--- src/rtl/mem_pkg.sv ---
// mem_pkg: shared state encoding, funct3 codes and access legality for the MEM-stage memory unit.
package mem_pkg;

    typedef enum logic [1:0] {IDLE, BUSY, DONE} state_e;

    localparam logic [2:0] F3_B  = 3'b000;
    localparam logic [2:0] F3_H  = 3'b001;
    localparam logic [2:0] F3_W  = 3'b010;
    localparam logic [2:0] F3_BU = 3'b100;
    localparam logic [2:0] F3_HU = 3'b101;

    function automatic logic legal_access(input logic [2:0] f3, input logic [1:0] off, input logic is_store);
        case (f3)
            F3_B:    return 1'b1;
            F3_H:    return !off[0];
            F3_W:    return off == 2'b00;
            F3_BU:   return !is_store;
            F3_HU:   return !is_store && !off[0];
            default: return 1'b0;
        endcase
    endfunction

endpackage

--- src/rtl/mem_access_unit_if.sv ---
// mem_access_unit_if: request/acknowledge data-memory bus between the MEM stage and data memory.
interface mem_access_unit_if #(parameter int DM_AW = 14);
    logic             dm_req;
    logic             dm_we;
    logic [3:0]       dm_be;
    logic [DM_AW-1:0] dm_addr;
    logic [31:0]      dm_wdata;
    logic [31:0]      dm_rdata;
    logic             dm_ack;

    modport master (output dm_req, dm_we, dm_be, dm_addr, dm_wdata, input dm_rdata, dm_ack);
    modport slave  (input dm_req, dm_we, dm_be, dm_addr, dm_wdata, output dm_rdata, dm_ack);
endinterface

--- src/rtl/load_align.sv ---
// load_align: selects the addressed byte/halfword/word of a memory word and sign- or zero-extends it.
module load_align
    import mem_pkg::*;
(
    input  logic [31:0] word,
    input  logic [1:0]  off,
    input  logic [2:0]  funct3,
    output logic [31:0] data
);
    logic [31:0] sh;

    always_comb begin
        sh   = word >> {off, 3'b000};
        data = funct3 == F3_B  ? {{24{sh[7]}}, sh[7:0]}   :
               funct3 == F3_H  ? {{16{sh[15]}}, sh[15:0]} :
               funct3 == F3_BU ? {24'd0, sh[7:0]}         :
               funct3 == F3_HU ? {16'd0, sh[15:0]}        :
               funct3 == F3_W  ? word                     : '0;
    end
endmodule

--- src/rtl/mem_access_unit.sv ---
// mem_access_unit: MEM-stage data-memory controller; issues one request per access, stalls the
// pipeline until ack or timeout, and presents aligned load data for a single DONE cycle.
module mem_access_unit
    import mem_pkg::*;
#(
    parameter int DM_AW    = 14,
    parameter int MAX_WAIT = 255
) (
    input  logic                 clk,
    input  logic                 rst,
    input  logic                 mem_r,
    input  logic                 mem_w,
    input  logic [2:0]           funct3,
    input  logic [31:0]          addr,
    input  logic [31:0]          store_data,
    mem_access_unit_if.master    dm,
    output logic [31:0]          load_data,
    output logic                 mem_stall,
    output logic                 misalign_err,
    output logic                 timeout_err
);
    localparam logic [7:0] MAXW = 8'(MAX_WAIT);

    state_e           state_q, state_d;
    logic [DM_AW-1:0] waddr_q, waddr_d;
    logic [3:0]       be_q, be_d;
    logic [31:0]      wdata_q, wdata_d;
    logic             we_q, we_d;
    logic [2:0]       f3_q, f3_d;
    logic [1:0]       off_q, off_d;
    logic [31:0]      rdata_q, rdata_d;
    logic [7:0]       cnt_q, cnt_d;

    logic             access, legal, issue, busy, cnt_hit;
    logic [3:0]       be_n;
    logic [31:0]      wdata_n, aligned;
    logic             unused_addr;

    assign unused_addr = ^addr[31:DM_AW+2];

    always_comb begin
        access  = mem_r | mem_w;
        legal   = legal_access(funct3, addr[1:0], mem_w);
        busy    = state_q == BUSY;
        // reset gates the combinational request so dm_req falls without waiting for a clock
        issue   = !rst && state_q == IDLE && access && legal;
        cnt_hit = busy && !dm.dm_ack && (cnt_q + 8'd1) == MAXW;
        be_n    = !mem_w           ? 4'b1111 :
                  funct3 == F3_W   ? 4'b1111 :
                  funct3 == F3_H   ? 4'b0011 << addr[1:0] : 4'b0001 << addr[1:0];
        wdata_n = !mem_w           ? '0 :
                  funct3 == F3_W   ? store_data :
                  funct3 == F3_H   ? {2{store_data[15:0]}} : {4{store_data[7:0]}};
    end

    always_ff @(posedge clk or posedge rst) begin
        if (rst) begin
            state_q <= IDLE;
            waddr_q <= '0;
            be_q    <= '0;
            wdata_q <= '0;
            we_q    <= 1'b0;
            f3_q    <= '0;
            off_q   <= '0;
            rdata_q <= '0;
            cnt_q   <= '0;
        end else begin
            state_q <= state_d;
            waddr_q <= waddr_d;
            be_q    <= be_d;
            wdata_q <= wdata_d;
            we_q    <= we_d;
            f3_q    <= f3_d;
            off_q   <= off_d;
            rdata_q <= rdata_d;
            cnt_q   <= cnt_d;
        end
    end

    always_comb begin
        state_d = state_q;
        waddr_d = waddr_q;
        be_d    = be_q;
        wdata_d = wdata_q;
        we_d    = we_q;
        f3_d    = f3_q;
        off_d   = off_q;
        rdata_d = rdata_q;
        cnt_d   = cnt_q;
        if (issue) begin
            waddr_d = addr[DM_AW+1:2];
            be_d    = be_n;
            wdata_d = wdata_n;
            we_d    = mem_w;
            f3_d    = funct3;
            off_d   = addr[1:0];
            cnt_d   = '0;
            rdata_d = dm.dm_ack ? dm.dm_rdata : '0;
            state_d = dm.dm_ack ? DONE : BUSY;
        end else if (busy) begin
            cnt_d   = cnt_q + 8'd1;
            rdata_d = dm.dm_ack ? dm.dm_rdata : cnt_hit ? '0 : rdata_q;
            state_d = (dm.dm_ack || cnt_hit) ? DONE : BUSY;
        end else if (state_q == DONE) begin
            state_d = IDLE;
        end
    end

    load_align u_align (
        .word   (rdata_q),
        .off    (off_q),
        .funct3 (f3_q),
        .data   (aligned)
    );

    always_comb begin
        dm.dm_req    = issue || busy;
        dm.dm_we     = issue ? mem_w           : busy && we_q;
        dm.dm_be     = issue ? be_n            : busy ? be_q    : '0;
        dm.dm_addr   = issue ? addr[DM_AW+1:2] : busy ? waddr_q : '0;
        dm.dm_wdata  = issue ? wdata_n         : busy ? wdata_q : '0;
        mem_stall    = issue || busy;
        misalign_err = !rst && state_q == IDLE && access && !legal;
        timeout_err  = cnt_hit;
        load_data    = (state_q == DONE && !we_q) ? aligned : '0;
    end
endmodule

--- src/flat_wrapper.sv ---
// flat-port wrapper written by rule: the top's interface ports become plain ports
module mem_access_unit_flat import mem_pkg::*;
#(
    parameter int DM_AW    = 14,
    parameter int MAX_WAIT = 255
)
  (clk, rst, mem_r, mem_w, funct3, addr, store_data, load_data, mem_stall, misalign_err, timeout_err, dm_dm_req, dm_dm_we, dm_dm_be, dm_dm_addr, dm_dm_wdata, dm_dm_rdata, dm_dm_ack);
  mem_access_unit_if #(.DM_AW(DM_AW)) dm_i ();
  input  logic clk;
  input  logic rst;
  input  logic mem_r;
  input  logic mem_w;
  input  logic [2:0] funct3;
  input  logic [31:0] addr;
  input  logic [31:0] store_data;
  output logic [31:0] load_data;
  output logic mem_stall;
  output logic misalign_err;
  output logic timeout_err;
  output wire logic [$bits(dm_i.dm_req)-1:0] dm_dm_req;
  output wire logic [$bits(dm_i.dm_we)-1:0] dm_dm_we;
  output wire logic [$bits(dm_i.dm_be)-1:0] dm_dm_be;
  output wire logic [$bits(dm_i.dm_addr)-1:0] dm_dm_addr;
  output wire logic [$bits(dm_i.dm_wdata)-1:0] dm_dm_wdata;
  input wire logic [$bits(dm_i.dm_rdata)-1:0] dm_dm_rdata;
  input wire logic [$bits(dm_i.dm_ack)-1:0] dm_dm_ack;
  assign dm_dm_req = dm_i.dm_req;
  assign dm_dm_we = dm_i.dm_we;
  assign dm_dm_be = dm_i.dm_be;
  assign dm_dm_addr = dm_i.dm_addr;
  assign dm_dm_wdata = dm_i.dm_wdata;
  assign dm_i.dm_rdata = dm_dm_rdata;
  assign dm_i.dm_ack = dm_dm_ack;
  mem_access_unit #(.DM_AW(DM_AW), .MAX_WAIT(MAX_WAIT)) u_core (.clk(clk), .rst(rst), .mem_r(mem_r), .mem_w(mem_w), .funct3(funct3), .addr(addr), .store_data(store_data), .dm(dm_i), .load_data(load_data), .mem_stall(mem_stall), .misalign_err(misalign_err), .timeout_err(timeout_err));
endmodule
--- config.mk ---
export PLATFORM = sky130hd
export DESIGN_NAME = mem_access_unit_flat
export DESIGN_NICKNAME = d
export VERILOG_FILES = /design/src/rtl/mem_pkg.sv /design/src/rtl/mem_access_unit_if.sv /design/src/rtl/load_align.sv /design/src/rtl/mem_access_unit.sv /design/src/flat_wrapper.sv
export SDC_FILE = /design/constraint.sdc
export NUM_CORES = 1
export LEC_CHECK = 0
export CORE_MARGIN = 2
export CORE_UTILIZATION = 47
export DETAILED_ROUTE_END_ITERATION = 8
export PLACE_DENSITY = 0.81
export SLEW_MARGIN = 20
export SYNTH_ARGS = -nofsm -noshare
export SYNTH_HDL_FRONTEND = slang
export SYNTH_SLANG_ARGS = --single-unit
--- constraint.sdc ---
create_clock -name clk -period 4 [get_ports clk]
set_clock_uncertainty 0.2 [all_clocks]
set_input_delay 0.4 -clock clk [delete_from_list [all_inputs] [get_ports clk]]
set_output_delay 0.4 -clock clk [all_outputs]
set_load 0.02 [all_outputs]
==> impl_metrics.csv <==
group,metric,value,unit
critical_path,critPathArrivalTime,3180,ps
routing,drt-initial-drc-count,520,
sta,setup_viol,0,
clock_network,clkTransAtPathRegs,60,ps
global_routing,antenna_found_initial,0,
sta,finalCritPeriodShare,0.946,
pwr,ir_worst_vdd,0.000217,V
synthesis,synthFlopType,"dfrtp_1",
layout,finalInstanceArea,0.00811,mm2
clock_network,cts-root-buf,"clkbuf_16",
sta,worst_slack,215,ps
routing,wl_per_cell,17.5,um
clock_network,htree_levels,3,
placed_design,dp_hpwl,12.8,mm
global_routing,met3_usage,0.0575,
global_routing,grt.overflow.total,0,
die,die_w,116,um
die,die_y,116,um
critical_path,crit_path_max_incr_delay,660,ps
pwr,powerDensity,273,mW/mm2
clock_network,cts_setup_buffers,0,
clock_network,cts_buffer_depth,2,
routing,route.detailed.drc,0,
synthesis,synth_cells,710,
synthesis,netlist_area,0.00588,mm2
critical_path,worst_ep_required_time,3400,ps
layout,num_antenna_cells,0,
placed_design,place_area,0.00776,mm2
die,rows,40,
layout,syn_to_final_growth,38.0,%
sta,rsz0062_at_grt,"no",
layout,final_util,0.670,
critical_path,slowest_stage,"clkdlybuf4s50_1",
sta,max_freq,264,MHz
synthesis,ys_async_sr_fraction,1.00,
hold_path,worstHoldPathType,"in -> reg",
die,start_util,0.485,
clock_network,hold_buffers,0,
layout,fillers,984,
critical_path,cp_max_fo,30,
global_routing,grt_use_met1,0.348,
critical_path,r2r_setup_slack,980,ps
routing,antenna_left,0,
sta,final-hold-violation-count,0,
sta,post-route-min-period,3780,ps
critical_path,cp_num_buf_inv,4,
critical_path,path_cells,"clkdlybuf4s50_1 > buf_4 > a221o_1 > a211o_2 > buf_4 > nand2_1 > o21ai_0 > clkdlybuf4s50_1",
global_routing,grtUsageTotal,0.271,
clock_network,cts_inserted_buffers,9,
die,core_area,0.0121,mm2
sta,worst_pin_slew,997,ps
die,die-area,0.0134,mm2
placed_design,gp_congestion,0.883,
sta,finalSetupTns,0,ps
critical_path,path_delay_family,"buffers and inverters",
status,outcome,"finished, final reports clean",
synthesis,synth.area.top_cells,"dfrtp_1 (42%), nand2_1 (12%), a21oi_1 (5.5%)",
global_routing,grt_pass1_vias,5766,
synthesis,ys_ff_latch,98,
routing,wl,18.0,mm
layout,multiInputGateArea,0.00316,mm2
die,ioPinCount,191,
global_routing,busiest_layer,"met2",
synthesis,synth_edf_count,0,
sta,max_slew_margin,0.336,
synthesis,synth_cell_types,50,
synthesis,syn_nets,819,
layout,final_cells,1030,
global_routing,grt_max_degree,59,
routing,first_pass_iters,5,
critical_path,crit_path_end_kind,"output port",
synthesis,synth_top_area_cell,"dfrtp_1",
synthesis,synth_top_area_frac,0.417,
clock_network,clock_latency,350,ps
clock_network,cts_resized,0,
sta,drv_slew,0,
pwr,p_leak,3.73,nW
global_routing,grt_pass1_wl,28.5,mm
critical_path,worstSetupStartpointType,"primary input",
synthesis,synth_warnings,0,
routing,vias_per_cell,5.86,
placed_design,io_buffers,174,
layout,seq_area,0.00245,mm2
placed_design,dpl_worst_slack,98.1,ps
layout,final_cell_mix,"nand2_1 (182), clkdlybuf4s50_1 (173), dfrtp_1 (98)",
layout,fin_nets,966,
placed_design,dp.cells,1013,
routing,via_count,6037,
synthesis,syn_area_per_cell,8.28,um2
synthesis,ys_seq_area_frac,0.417,
clock_network,cts_tree,"done",
global_routing,met2_usage,0.448,
layout,drive_gt1_frac,0.0719,
layout,final_common_cell,"nand2_1",
clock_network,clock-sinks,98,
flow_run,cap_viol_max_count,0,
critical_path,critPathKind,"in -> out",
[metrics by stage]
step / hold WS, ps / power (mW)
after floorplan: 235 / 1.11
after global placement: 250 / 1.24
after detailed placement: 267 / 1.25
after CTS: 180 / 2.23
after global routing: 216 / 2.29
final: 190 / 2.22
[path summary, 6_finish.rpt]
check,endpoint,startpoint,cells after the start
setup / recovery,dm_dm_wdata[31],funct3[0],8
hold / removal,u_core.rdata_q[7],dm_dm_ack,3
setup reg to reg,u_core.rdata_q[26],u_core.state_q[1],9
hold reg to reg,u_core.wdata_q[31],u_core.wdata_q[31],2
max in group asynchronous,u_core.f3_q[0],rst,3
min in group asynchronous,u_core.wdata_q[7],rst,2
[sequential cells by signal, indices dropped and copies added, names as in the netlist]
register        flops
u_core.waddr_q     14
u_core.wdata_q     32
u_core.cnt_q        8
u_core.f3_q         3
u_core.rdata_q     32
u_core.be_q         4
u_core.state_q      2
u_core.we_q         1
u_core.off_q        2
[per-layer routing]
layer	wire length, um	part of all wire
met1	7620	0.42
met2	8650	0.48
met3	1310	0.073
met4	439	0.024
met5	0	0
[where the power goes]
group	internal (mW)	switching, mW
logic	0.112	0.0996
registers	1.00	0.0154
clock network	0.611	0.375
[logic make-up after synthesis]
group,Yosys count,share of synthesized area
compound gates,244,0.287
xor+xnor,7,0.0104
fa+ha+maj,5,0.0106
buf+inv,70,0.0498
flops,98,0.417
mux,18,0.0306
simple gates,268,0.194
[worst min-delay path: cells and delay by family]
kind	cells	cell delay (ps)
buffers and inverters	1	170
AND/OR/NAND/NOR	1	70
AO/OA/AOI/OAI	1	60
[synth_stat cells (all sizes together), types with 5 or more instances]
cell type / count
xor2: 5
clkbuf: 45
o21ai: 30
dfrtp: 98
ha: 5
a31oi: 32
inv: 10
mux2i: 18
nor2b: 9
and2: 8
o22a: 8
nand3: 5
buf: 15
nor2: 37
a22o: 30
a21o: 24
o311ai: 9
o221a: 8
nand2b: 7
o2bb2ai: 8
a211oi: 18
nand2: 183
a21oi: 65
[area by class of cell]
cell class                      instances  area share
Clock buffer                           11      0.0287
Sequential cell                        98       0.302
Multi-Input combinational cell        542       0.389
Clock inverter                          5      0.0126
Tap cell                              168      0.0259
Inverter                               10     0.00494
Timing Repair Buffer                  196       0.236
Note: power is estimated with default switching activity, not from simulation.
